$ cat src/rtl/fp_sqr_issue_pkg.sv
// rtl/fp_sqr_issue_pkg.sv - shared encodings for the sqrt request sequencer
// Contents: FSM state encoding, exception flag bit order {inv,ov,un,inexact},
// single-precision quiet NaN and the rounding-mode codes used by the sqrt unit.
package fp_sqr_issue_pkg;

  typedef enum logic [1:0] {
    ST_IDLE  = 2'd0,
    ST_ISSUE = 2'd1,
    ST_WAIT  = 2'd2,
    ST_RESP  = 2'd3
  } sqr_state_t;

  // Bit positions inside a 4-bit flag vector.
  localparam int FLAG_INV = 3;
  localparam int FLAG_OV  = 2;
  localparam int FLAG_UN  = 1;
  localparam int FLAG_NX  = 0;

  localparam logic [31:0] QNAN_SP = 32'h7FC0_0000;

  // Rounding modes, same encoding as the FPU round_m field.
  localparam logic [2:0] RM_RNE = 3'b000;
  localparam logic [2:0] RM_RTZ = 3'b001;
  localparam logic [2:0] RM_RDN = 3'b010;
  localparam logic [2:0] RM_RUP = 3'b011;
  localparam logic [2:0] RM_RMM = 3'b100;

  // Flags reported when the sqrt unit never answers: invalid only.
  function automatic logic [3:0] tmo_flags();
    logic [3:0] f;
    f = '0;
    f[FLAG_INV] = 1'b1;
    return f;
  endfunction

endpackage

$ cat src/rtl/fp_sqr_issue_if.sv
// rtl/fp_sqr_issue_if.sv - request/response channels of the sqrt sequencer
// Request channel: req_valid/req_ready handshake carrying req_op, req_rm, req_tag.
// Response channel: rsp_valid/rsp_ready handshake carrying rsp_data, rsp_flags,
// rsp_tag, rsp_tmo.
// master: the requester/consumer side. slave: the sequencer.
interface fp_sqr_issue_if #(
  parameter int W    = 32,
  parameter int TAGW = 4
);
  logic            req_valid;
  logic            req_ready;
  logic [W-1:0]    req_op;
  logic [2:0]      req_rm;
  logic [TAGW-1:0] req_tag;

  logic            rsp_valid;
  logic            rsp_ready;
  logic [W-1:0]    rsp_data;
  logic [3:0]      rsp_flags;
  logic [TAGW-1:0] rsp_tag;
  logic            rsp_tmo;

  modport master (
    output req_valid, req_op, req_rm, req_tag, rsp_ready,
    input  req_ready, rsp_valid, rsp_data, rsp_flags, rsp_tag, rsp_tmo
  );

  modport slave (
    input  req_valid, req_op, req_rm, req_tag, rsp_ready,
    output req_ready, rsp_valid, rsp_data, rsp_flags, rsp_tag, rsp_tmo
  );
endinterface

$ cat src/rtl/fp_sqr_issue_fifo.sv
// rtl/fp_sqr_issue_fifo.sv - DEPTH-deep circular request queue
// Ports: clk, rst (async, active-high); push/wdata write the tail, pop advances
// the head, rdata shows the head entry; full/empty derived from the entry count.
// DEPTH must be a power of two so the pointers wrap by natural overflow.
module fp_req_fifo #(
  parameter int WIDTH = 39,
  parameter int DEPTH = 2
) (
  input  logic             clk,
  input  logic             rst,
  input  logic             push,
  input  logic [WIDTH-1:0] wdata,
  input  logic             pop,
  output logic [WIDTH-1:0] rdata,
  output logic             full,
  output logic             empty
);
  localparam int PW = $clog2(DEPTH);
  localparam int NW = $clog2(DEPTH + 1);

  logic [WIDTH-1:0] mem [DEPTH];
  logic [PW-1:0]    wr_ptr;
  logic [PW-1:0]    rd_ptr;
  logic [NW-1:0]    count;
  logic             do_push;
  logic             do_pop;

  assign full    = (count == NW'(DEPTH));
  assign empty   = (count == '0);
  assign do_push = push & ~full;
  assign do_pop  = pop & ~empty;
  assign rdata   = mem[rd_ptr];

  always_ff @(posedge clk or posedge rst) begin
    if (rst) begin
      wr_ptr <= '0;
      rd_ptr <= '0;
      count  <= '0;
    end else begin
      if (do_push) wr_ptr <= wr_ptr + 1'b1;
      if (do_pop)  rd_ptr <= rd_ptr + 1'b1;
      case ({do_push, do_pop})
        2'b10:   count <= count + 1'b1;
        2'b01:   count <= count - 1'b1;
        default: count <= count;
      endcase
    end
  end

  // Storage needs no reset: an entry is only read after it was written.
  always_ff @(posedge clk) begin
    if (do_push) mem[wr_ptr] <= wdata;
  end
endmodule

$ cat src/rtl/fp_sqr_issue.sv
// rtl/fp_sqr_issue.sv - request sequencer in front of the FPU square-root unit
// Ports:
//   clk, rst          clock, async active-high reset
//   bus (slave)       request queue input and response output channels
//   unit_in/unit_rm   operand and rounding mode to the sqrt unit, held stable
//   unit_act          one-cycle start pulse
//   unit_done/out/flags  result strobe, result and {inv,ov,un,inexact}
//   acc_flags/acc_clr sticky OR of delivered flags and its clear
module fp_sqr_issue
  import fp_sqr_issue_pkg::*;
#(
  parameter int W       = 32,
  parameter int DEPTH   = 2,
  parameter int TAGW    = 4,
  parameter int MIN_LAT = 2,
  parameter int TMO     = 63
) (
  input  logic         clk,
  input  logic         rst,
  fp_sqr_issue_if.slave bus,
  output logic [W-1:0] unit_in,
  output logic [2:0]   unit_rm,
  output logic         unit_act,
  input  logic         unit_done,
  input  logic [W-1:0] unit_out,
  input  logic [3:0]   unit_flags,
  output logic [3:0]   acc_flags,
  input  logic         acc_clr
);
  localparam int EW = W + 3 + TAGW;
  localparam int CW = $clog2(TMO + 1);

  sqr_state_t      state;
  logic [CW-1:0]   wait_cnt;
  logic [TAGW-1:0] work_tag;

  logic            q_full;
  logic            q_empty;
  logic [EW-1:0]   head;
  logic [W-1:0]    head_op;
  logic [2:0]      head_rm;
  logic [TAGW-1:0] head_tag;
  logic            rsp_hs;
  logic            take_next;
  logic            done_ok;

  assign {head_op, head_rm, head_tag} = head;

  // Only registered queue state feeds req_ready.
  assign bus.req_ready = ~q_full;
  assign rsp_hs        = bus.rsp_valid & bus.rsp_ready;

  // A new op starts from IDLE, or straight out of RESP on the handshake.
  assign take_next = ~q_empty &
                     ((state == ST_IDLE) | ((state == ST_RESP) & bus.rsp_ready));

  // A done seen too soon after issue may be left over from the previous op.
  assign done_ok = unit_done & (wait_cnt >= CW'(MIN_LAT));

  fp_req_fifo #(
    .WIDTH (EW),
    .DEPTH (DEPTH)
  ) u_fifo (
    .clk   (clk),
    .rst   (rst),
    .push  (bus.req_valid),
    .wdata ({bus.req_op, bus.req_rm, bus.req_tag}),
    .pop   (take_next),
    .rdata (head),
    .full  (q_full),
    .empty (q_empty)
  );

  always_ff @(posedge clk or posedge rst) begin
    if (rst) begin
      state         <= ST_IDLE;
      wait_cnt      <= '0;
      work_tag      <= '0;
      unit_in       <= '0;
      unit_rm       <= '0;
      unit_act      <= 1'b0;
      bus.rsp_valid <= 1'b0;
      bus.rsp_data  <= '0;
      bus.rsp_flags <= '0;
      bus.rsp_tag   <= '0;
      bus.rsp_tmo   <= 1'b0;
    end else begin
      unit_act <= 1'b0;
      case (state)
        ST_IDLE: state <= ST_IDLE;
        ST_ISSUE: begin
          wait_cnt <= '0;
          state    <= ST_WAIT;
        end
        ST_WAIT: begin
          if (done_ok) begin
            bus.rsp_data  <= unit_out;
            bus.rsp_flags <= unit_flags;
            bus.rsp_tmo   <= 1'b0;
            bus.rsp_tag   <= work_tag;
            bus.rsp_valid <= 1'b1;
            state         <= ST_RESP;
          end else if (wait_cnt == CW'(TMO)) begin
            bus.rsp_data  <= W'(QNAN_SP);
            bus.rsp_flags <= tmo_flags();
            bus.rsp_tmo   <= 1'b1;
            bus.rsp_tag   <= work_tag;
            bus.rsp_valid <= 1'b1;
            state         <= ST_RESP;
          end else begin
            wait_cnt <= wait_cnt + 1'b1;
          end
        end
        ST_RESP: begin
          if (bus.rsp_ready) begin
            bus.rsp_valid <= 1'b0;
            state         <= ST_IDLE;
          end
        end
        default: state <= ST_IDLE;
      endcase

      // Overrides the IDLE/RESP transitions above when a queued op is taken.
      if (take_next) begin
        unit_in  <= head_op;
        unit_rm  <= head_rm;
        work_tag <= head_tag;
        unit_act <= 1'b1;
        state    <= ST_ISSUE;
      end
    end
  end

  // Clear takes effect before the OR, so a coincident handshake survives it.
  always_ff @(posedge clk or posedge rst) begin
    if (rst) begin
      acc_flags <= '0;
    end else if (acc_clr) begin
      acc_flags <= rsp_hs ? bus.rsp_flags : 4'b0000;
    end else if (rsp_hs) begin
      acc_flags <= acc_flags | bus.rsp_flags;
    end
  end
endmodule

$ cat src/flat_wrapper.sv
// flat-port wrapper written by rule: the top's interface ports become plain ports
module fp_sqr_issue_flat import fp_sqr_issue_pkg::*;
#(
  parameter int W       = 32,
  parameter int DEPTH   = 2,
  parameter int TAGW    = 4,
  parameter int MIN_LAT = 2,
  parameter int TMO     = 63
)
  (clk, rst, unit_in, unit_rm, unit_act, unit_done, unit_out, unit_flags, acc_flags, acc_clr, bus_req_valid, bus_req_op, bus_req_rm, bus_req_tag, bus_rsp_ready, bus_req_ready, bus_rsp_valid, bus_rsp_data, bus_rsp_flags, bus_rsp_tag, bus_rsp_tmo);
  fp_sqr_issue_if #(.W(W), .TAGW(TAGW)) bus_i ();
  input  logic clk;
  input  logic rst;
  output logic [W-1:0] unit_in;
  output logic [2:0] unit_rm;
  output logic unit_act;
  input  logic unit_done;
  input  logic [W-1:0] unit_out;
  input  logic [3:0] unit_flags;
  output logic [3:0] acc_flags;
  input  logic acc_clr;
  input wire logic [$bits(bus_i.req_valid)-1:0] bus_req_valid;
  input wire logic [$bits(bus_i.req_op)-1:0] bus_req_op;
  input wire logic [$bits(bus_i.req_rm)-1:0] bus_req_rm;
  input wire logic [$bits(bus_i.req_tag)-1:0] bus_req_tag;
  input wire logic [$bits(bus_i.rsp_ready)-1:0] bus_rsp_ready;
  output wire logic [$bits(bus_i.req_ready)-1:0] bus_req_ready;
  output wire logic [$bits(bus_i.rsp_valid)-1:0] bus_rsp_valid;
  output wire logic [$bits(bus_i.rsp_data)-1:0] bus_rsp_data;
  output wire logic [$bits(bus_i.rsp_flags)-1:0] bus_rsp_flags;
  output wire logic [$bits(bus_i.rsp_tag)-1:0] bus_rsp_tag;
  output wire logic [$bits(bus_i.rsp_tmo)-1:0] bus_rsp_tmo;
  assign bus_i.req_valid = bus_req_valid;
  assign bus_i.req_op = bus_req_op;
  assign bus_i.req_rm = bus_req_rm;
  assign bus_i.req_tag = bus_req_tag;
  assign bus_i.rsp_ready = bus_rsp_ready;
  assign bus_req_ready = bus_i.req_ready;
  assign bus_rsp_valid = bus_i.rsp_valid;
  assign bus_rsp_data = bus_i.rsp_data;
  assign bus_rsp_flags = bus_i.rsp_flags;
  assign bus_rsp_tag = bus_i.rsp_tag;
  assign bus_rsp_tmo = bus_i.rsp_tmo;
  fp_sqr_issue #(.W(W), .DEPTH(DEPTH), .TAGW(TAGW), .MIN_LAT(MIN_LAT), .TMO(TMO)) u_core (.clk(clk), .rst(rst), .bus(bus_i), .unit_in(unit_in), .unit_rm(unit_rm), .unit_act(unit_act), .unit_done(unit_done), .unit_out(unit_out), .unit_flags(unit_flags), .acc_flags(acc_flags), .acc_clr(acc_clr));
endmodule
$ cat config.mk
export PLATFORM = sky130hd
export DESIGN_NAME = fp_sqr_issue_flat
export DESIGN_NICKNAME = d
export VERILOG_FILES = /design/src/rtl/fp_sqr_issue_pkg.sv /design/src/rtl/fp_sqr_issue_if.sv /design/src/rtl/fp_sqr_issue_fifo.sv /design/src/rtl/fp_sqr_issue.sv /design/src/flat_wrapper.sv
export SDC_FILE = /design/constraint.sdc
export NUM_CORES = 1
export LEC_CHECK = 0
export CAP_MARGIN = 15
export CORE_ASPECT_RATIO = 1.25
export CORE_MARGIN = 1
export CORE_UTILIZATION = 49
export DETAILED_ROUTE_END_ITERATION = 8
export PLACE_DENSITY = 0.8
export SLEW_MARGIN = 40
export SYNTH_ARGS = -nofsm -noshare
export SYNTH_HDL_FRONTEND = slang
export SYNTH_SLANG_ARGS = --single-unit
$ cat constraint.sdc
create_clock -name clk -period 3.6 [get_ports clk]
set_input_delay 0.72 -clock clk [delete_from_list [all_inputs] [get_ports clk]]
set_output_delay 0.72 -clock clk [all_outputs]
set_load 0.01 [all_outputs]
==> impl_metrics.yaml, run 1 <==
routing:
  routed-via-count: 4266
  initialDrtViolationCount: 217
  drcViolationCount: 0
  routed_wl_mm: 13.8
  viasPerCell: 5.37
  drt_first_pass_iters: 4
  postRouteAntennaNets: 0
  avgRoutedWirePerCell_um: 17.3
cells_and_area:
  final_layout_fill_cell_count: 929
  mostFrequentLayoutCell: "sky130_fd_sc_hd__clkdlybuf4s50_1"
  antenna_cells: 0
  layout-drive-gt1-share_pct: 8.01
  area_growth_syn_to_layout_pct: 36.8
  area.sequential_um2: 4800
  finish.net_count: 699
  stdcell_area_um2: 9000
  multi_input_gate_area_in_the_final_layout_um2: 1640
  final_cells: 795
  mostFrequentLayoutCells: "163 x sky130_fd_sc_hd__clkdlybuf4s50_1, 97 x sky130_fd_sc_hd__dfrtp_1, 78 x sky130_fd_sc_hd__edfxtp_1, 44 x sky130_fd_sc_hd__nor2_1, 42 x sky130_fd_sc_hd__a21oi_1"
critical_path:
  worst_path_max_delay_cell: "sky130_fd_sc_hd__o21ai_4"
  critPathKind: "flip-flop to flip-flop"
  crit_arrival_ps: 2710
  start_kind: "flip-flop"
  critPathCaptureType: "flip-flop"
  critical_path_required_ps: 3950
  critical_path.max_stage_delay_ps: 650
  critical_path.max_fanout: 27
  path_cells: "or4_4 -> o31a_1 -> o21ai_4 -> a22o_1"
  reg2reg_setup_slack_ps: 1240
floorplan:
  chipWidth_um: 106
  initial_core_util_pct: 50.0
  io_pins: 164
  placeableCoreArea_um2: 13200
  design.die.area_um2: 13900
  die_extent_in_y_um: 132
  core.rowCount: 47
pwr:
  p_leak_nw: 3.63
  irDropWorstVdd_v: 0.000487
  power_density_nw_per_um2: 865
cts:
  cts-resized-gates: 0
  htree_levels: 4
  post_cts.repair.setup_buffers: 0
  clkLatencyLatePin_ps: 420
  buffer_cell_driving_the_clock_tree_root: "sky130_fd_sc_hd__clkbuf_16"
  clock_sink_count: 176
  clk_pin_slew_worst_paths_ps: 60
  hold_buffers: 0
  cts_buffers: 17
  ctsLongestPathBuffers: 2
  cts_tree: "yes"
timing:
  timing_worst_slew_pin_value_ps: 728
  achievable-frequency_mhz: 423
  fin_crit_ps: 2360
  final-hold-violation-count: 0
  final-max-slew-violation-count: 0
  final-setup-viol-count: 0
  post-route-period-util_pct: 65.6
  timing.clock.skew_ps: 8.78
  grt_setup_unrepaired: "false"
  setup_tns_ps: 0
  worst_slew_margin_rel_pct: 51.3
synth:
  synth_edf_count: 78
  syn_area_um2: 6580
  synth.avg_cell_area_um2: 14.9
  number_of_register_bits_inferred_by_synthesis: 176
  synth_sequential_area_ratio_pct: 72.9
  synthArstFlopShare_pct: 55.7
  synthTopCellsByArea: "sky130_fd_sc_hd__dfrtp_1 37%, sky130_fd_sc_hd__edfxtp_1 36%, sky130_fd_sc_hd__mux2i_1 6.2%, sky130_fd_sc_hd__a22o_1 3.5%, sky130_fd_sc_hd__a21oi_1 3.2%"
  yosysWarnings: 0
  syn-instance-count: 442
  synthDominantAreaCellType: "sky130_fd_sc_hd__dfrtp_1"
  synth-main-ff-cell: "sky130_fd_sc_hd__dfrtp_1"
  synth.top_cell.area_share_pct: 37.3
  syn_nets: 530
  number_of_distinct_standard_cells_referenced_by_the_synthesized_netlist: 41
global_routing:
  pin_count_of_the_biggest_net_entering_global_routing: 78
  gr-total-overflow: 0
  grt_use_total_pct: 20.9
  grt_pass1_vias: 4406
  antenna_found_initial: 0
  grt_pass1_wl_mm: 22.2
job:
  max_cap_viol_count: 0
placement:
  place_area_um2: 8410
  place.gp.congestion: 0.808
  placedCellCount: 763
  post-dp-hpwl_mm: 9.07
  port_buffers: 163
outcome:
  status: "finished clean"
worst_hold_path:
  hold_path.class: "flip-flop to flip-flop"
==> state kept, by name, indices dropped and copies added, names as in the netlist <==
register / cells
u_core.u_fifo.count: 2
u_core.u_fifo.rd_ptr: 1
u_core.unit_rm: 3
u_core.work_tag: 4
u_core.bus.rsp_valid: 1
u_core.wait_cnt: 6
u_core.unit_act: 1
u_core.u_fifo.mem: 78
u_core.bus.rsp_data: 32
u_core.state: 2
u_core.bus.rsp_tag: 4
u_core.bus.rsp_flags: 4
u_core.acc_flags: 4
u_core.unit_in: 32
u_core.u_fifo.wr_ptr: 1
u_core.bus.rsp_tmo: 1
==> power by group <==
| group | switching [mW] | internal (mW) |
|---|---|---|
| Combinational | 1.28 | 1.41 |
| Sequential | 0.442 | 2.84 |
| Clock | 0.747 | 1.07 |
| Total | 2.47 | 5.32 |
==> synthesized netlist by cell type, drive strengths merged (2+ instances only) <==
library cell  number
a21oi             42
a22o              26
a31o               2
and3               4
buf               11
clkbuf            10
dfrtp             98
edfxtp            78
ha                 7
inv               12
mux2               4
mux2i             41
nand2              8
nand2b             2
nand3              7
nand4              2
nor2              46
nor3               2
nor4b              2
o21ai              7
o22a              11
or4                2
xnor2              3
xor2               2
==> worst paths after layout <==
kind | cells after the start | start | end
setup / recovery | 4 | u_core.wait_cnt[1]$_DFFE_PP0P_ | u_core.bus.rsp_data[18]$_DFFE_PP0P_
hold / removal | 1 | u_core.bus.rsp_data[28]$_DFFE_PP0P_ | u_core.bus.rsp_data[28]$_DFFE_PP0P_
setup reg to reg | 4 | u_core.wait_cnt[1]$_DFFE_PP0P_ | u_core.bus.rsp_data[18]$_DFFE_PP0P_
hold reg to reg | 1 | u_core.bus.rsp_data[28]$_DFFE_PP0P_ | u_core.bus.rsp_data[28]$_DFFE_PP0P_
max in group asynchronous | 3 | rst | u_core.bus.rsp_tag[3]$_DFFE_PP0P_
min in group asynchronous | 2 | rst | u_core.wait_cnt[1]$_DFFE_PP0P_
==> cell families after synthesis <==
kind of cell	Yosys count	share of synthesized area (%)
AOI/OAI and AO/OA	98	10.4
xor gates and xnor gates	5	0.666
adders and majority gates	7	1.33
buffers and inverters	33	2.40
DFF	176	72.9
muxes	45	6.92
and+or+nand+nor	78	5.40
==> routing by layer <==
metal / up-vias / routed length (µm) / track usage [%] / part of all wire, %
met5: - / 0 / 0 / 0
li1: 1968 / - / - / -
met4: 0 / 208 / 6.56 / 1.5
met3: 22 / 1200 / 7.19 / 8.7
met1: 2090 / 5440 / 24.2 / 39
met2: 186 / 6930 / 36.2 / 50
==> final cells by class <==
type	count	area share, %
Tap cell	171	2.38
Clock inverter	10	1.43
Inverter	12	0.556
Clock buffer	22	5.16
Sequential cell	176	53.3
Multi-Input combinational cell	233	18.3
Timing Repair Buffer	171	18.9
==> through the flow <==
stage	power [mW]	hold WS (ps)	worst slack (ps)	utilization [%]
after global routing	8.22	516	1110	68.4
after CTS	7.86	490	1240	68.4
after floorplan	4.68	461	318	-
after detailed placement	6.02	476	1210	63.8
after global placement	5.90	474	1240	63.8
final	7.79	487	1240	68.4
==> worst max-delay path: cells and delay by family (launching register included) <==
kind,cells,cell delay (ps)
AO/OA/AOI/OAI,3,1300
flip-flops,1,430
AND/OR/NAND/NOR,1,560
Power figures use the tool's default switching activity.
==> run 2, diff against run 1 <==
Clock period 3.6 ns to 2.37 ns, I/O delays scaled along.
==> run 2 against run 1 <==
Compared with the run above:
- critical endpoint is now u_core.bus.rsp_data[16]$_DFFE_PP0P_
- count of clock-buffer cells in the layout down 2
- combinational power rose by 63%
- sequential power rose by 49%
- critical path depth is the same
==> impl_metrics.yaml, run 2 (same netlist as run 1, synthesis figures left out) <==
cells_and_area:
  layout.core_utilization_pct: 69.3
  final_layout_fill_cell_count: 922
  largest-register: "u_core.u_fifo.mem"
  antenna_cells: 0
  biggestRegsByFlops: "u_core.u_fifo.mem x78, u_core.bus.rsp_data x32, u_core.unit_in x32"
  area_growth_syn_to_layout_pct: 38.8
  layout-drive-gt1-share_pct: 9.03
  finish.net_count: 706
  mostFrequentLayoutCell: "sky130_fd_sc_hd__clkdlybuf4s50_1"
  largest_reg_flops: 78
  mostFrequentLayoutCells: "163 x sky130_fd_sc_hd__clkdlybuf4s50_1, 97 x sky130_fd_sc_hd__dfrtp_1, 78 x sky130_fd_sc_hd__edfxtp_1, 44 x sky130_fd_sc_hd__nor2_1, 42 x sky130_fd_sc_hd__a21oi_1"
timing:
  final-hold-violation-count: 0
  grt_setup_unrepaired: "false"
  fin_crit_ps: 2250
  worst_slew_margin_rel_pct: 59.6
  final-max-slew-violation-count: 0
  timing.clock.skew_ps: 7.35
  achievable-frequency_mhz: 444
  post-route-period-util_pct: 95.0
  timing_worst_slew_pin_value_ps: 607
  final-setup-viol-count: 0
  setup_tns_ps: 0
critical_path:
  critical_path.max_stage_delay_ps: 570
  path_cells: "or4_4 -> o31a_1 -> o21ai_2 -> a22o_1"
  critPathTopFamily: "compound AO/OA/AOI/OAI gates"
  crit_arrival_ps: 2610
  critical_path_required_ps: 2730
  critPathCaptureType: "flip-flop"
  critical_path.max_fanout: 13
  worst_path_max_delay_cell: "sky130_fd_sc_hd__or4_4"
  critPathKind: "flip-flop to flip-flop"
  worst-path-buf-inv: 0
  start_kind: "flip-flop"
placement:
  port_buffers: 163
  post-dp-hpwl_mm: 10.0
  place.gp.congestion: 0.829
routing:
  initialDrtViolationCount: 194
  routed_wl_mm: 14.5
  routed-via-count: 4281
  drcViolationCount: 0
  postRouteAntennaNets: 0
  viasPerCell: 5.34
  drt_first_pass_iters: 5
  avgRoutedWirePerCell_um: 18.1
global_routing:
  grt_use_total_pct: 21.9
  grt_pass1_vias: 4453
  grt_pass1_wl_mm: 23.2
  pin_count_of_the_biggest_net_entering_global_routing: 47
  antenna_found_initial: 0
  gr-total-overflow: 0
floorplan:
  die_extent_in_y_um: 132
  placeableCoreArea_um2: 13200
  io_pins: 164
  core.rowCount: 47
  chipWidth_um: 106
  design.die.area_um2: 13900
  initial_core_util_pct: 50.0
cts:
  post_cts.repair.setup_buffers: 0
  cts_buffers: 17
  clock_sink_count: 176
  ctsLongestPathBuffers: 2
  clk_pin_slew_worst_paths_ps: 60
  buffer_cell_driving_the_clock_tree_root: "sky130_fd_sc_hd__clkbuf_16"
  clkLatencyLatePin_ps: 430
  cts_tree: "yes"
  cts-resized-gates: 0
  htree_levels: 4
job:
  max_cap_viol_count: 0
pwr:
  power_density_nw_per_um2: 1310
  p_leak_nw: 3.67
  irDropWorstVdd_v: 0.000753
worst_hold_path:
  hold_path.class: "primary input to async pin"
outcome:
  status: "finished clean"
[run 2: final timing paths]
path	start	to	slack (ps)	cells after the start
min in group clk	u_core.bus.rsp_data[23]$_DFFE_PP0P_	u_core.bus.rsp_data[23]$_DFFE_PP0P_	490	1
max in group asynchronous	rst	u_core.bus.rsp_data[12]$_DFFE_PP0P_	1310	3
hold / removal	rst	u_core.u_fifo.count[1]$_DFFE_PP0P_	450	2
setup reg to reg	u_core.wait_cnt[1]$_DFFE_PP0P_	u_core.bus.rsp_data[16]$_DFFE_PP0P_	120	4
setup / recovery	u_core.wait_cnt[1]$_DFFE_PP0P_	u_core.bus.rsp_data[16]$_DFFE_PP0P_	120	4
hold reg to reg	u_core.bus.rsp_data[23]$_DFFE_PP0P_	u_core.bus.rsp_data[23]$_DFFE_PP0P_	490	1
[run 2: report_power, final]
group	leakage (nW)	switching (mW)	internal, mW
combinational	1.48	2.13	2.28
sequential	1.91	0.577	4.30
clock	0.275	1.13	1.59
[run 2: routing by layer]
| layer | up-vias | track usage, % | wire [µm] |
|---|---|---|---|
| met3 | 26 | 8.88 | 1300 |
| met1 | 2094 | 24.0 | 5470 |
| li1 | 1990 | - | - |
| met4 | 0 | 7.87 | 295 |
| met2 | 171 | 38.0 | 7440 |
| met5 | - | 0 | 0 |
[run 2: cell type report]
class,instances,area (µm²),share of cell area (%)
tap,171,214,2.34
multi-input combinational,234,1650,18.1
sequential,176,4800,52.5
timing repair buffer,177,1840,20.1
clock inverter,12,135,1.48
clock buffer,20,447,4.89
inverter,12,48.8,0.534
[run 2: timing repair]
item | CTS | global route
hold endpoints to repair | 0 | 0
hold buffers | 0 | 0
endpoints found under the setup margin | 0 | 27
[run 2: through the flow]
stage | area [µm²] | total power [mW] | hold WS (ps) | std cells | setup WS, ps
finish | 9130 | 12.0 | 454 | 802 | 120
global placement | 8540 | 9.11 | 469 | 769 | 108
floorplan | 6590 | 7.11 | 465 | 442 | 222
detailed placement | 8540 | 9.34 | 476 | 769 | 43.2
global route | 9130 | 12.7 | 495 | 802 | 20.4
CTS | 9120 | 12.1 | 460 | 801 | 27.1
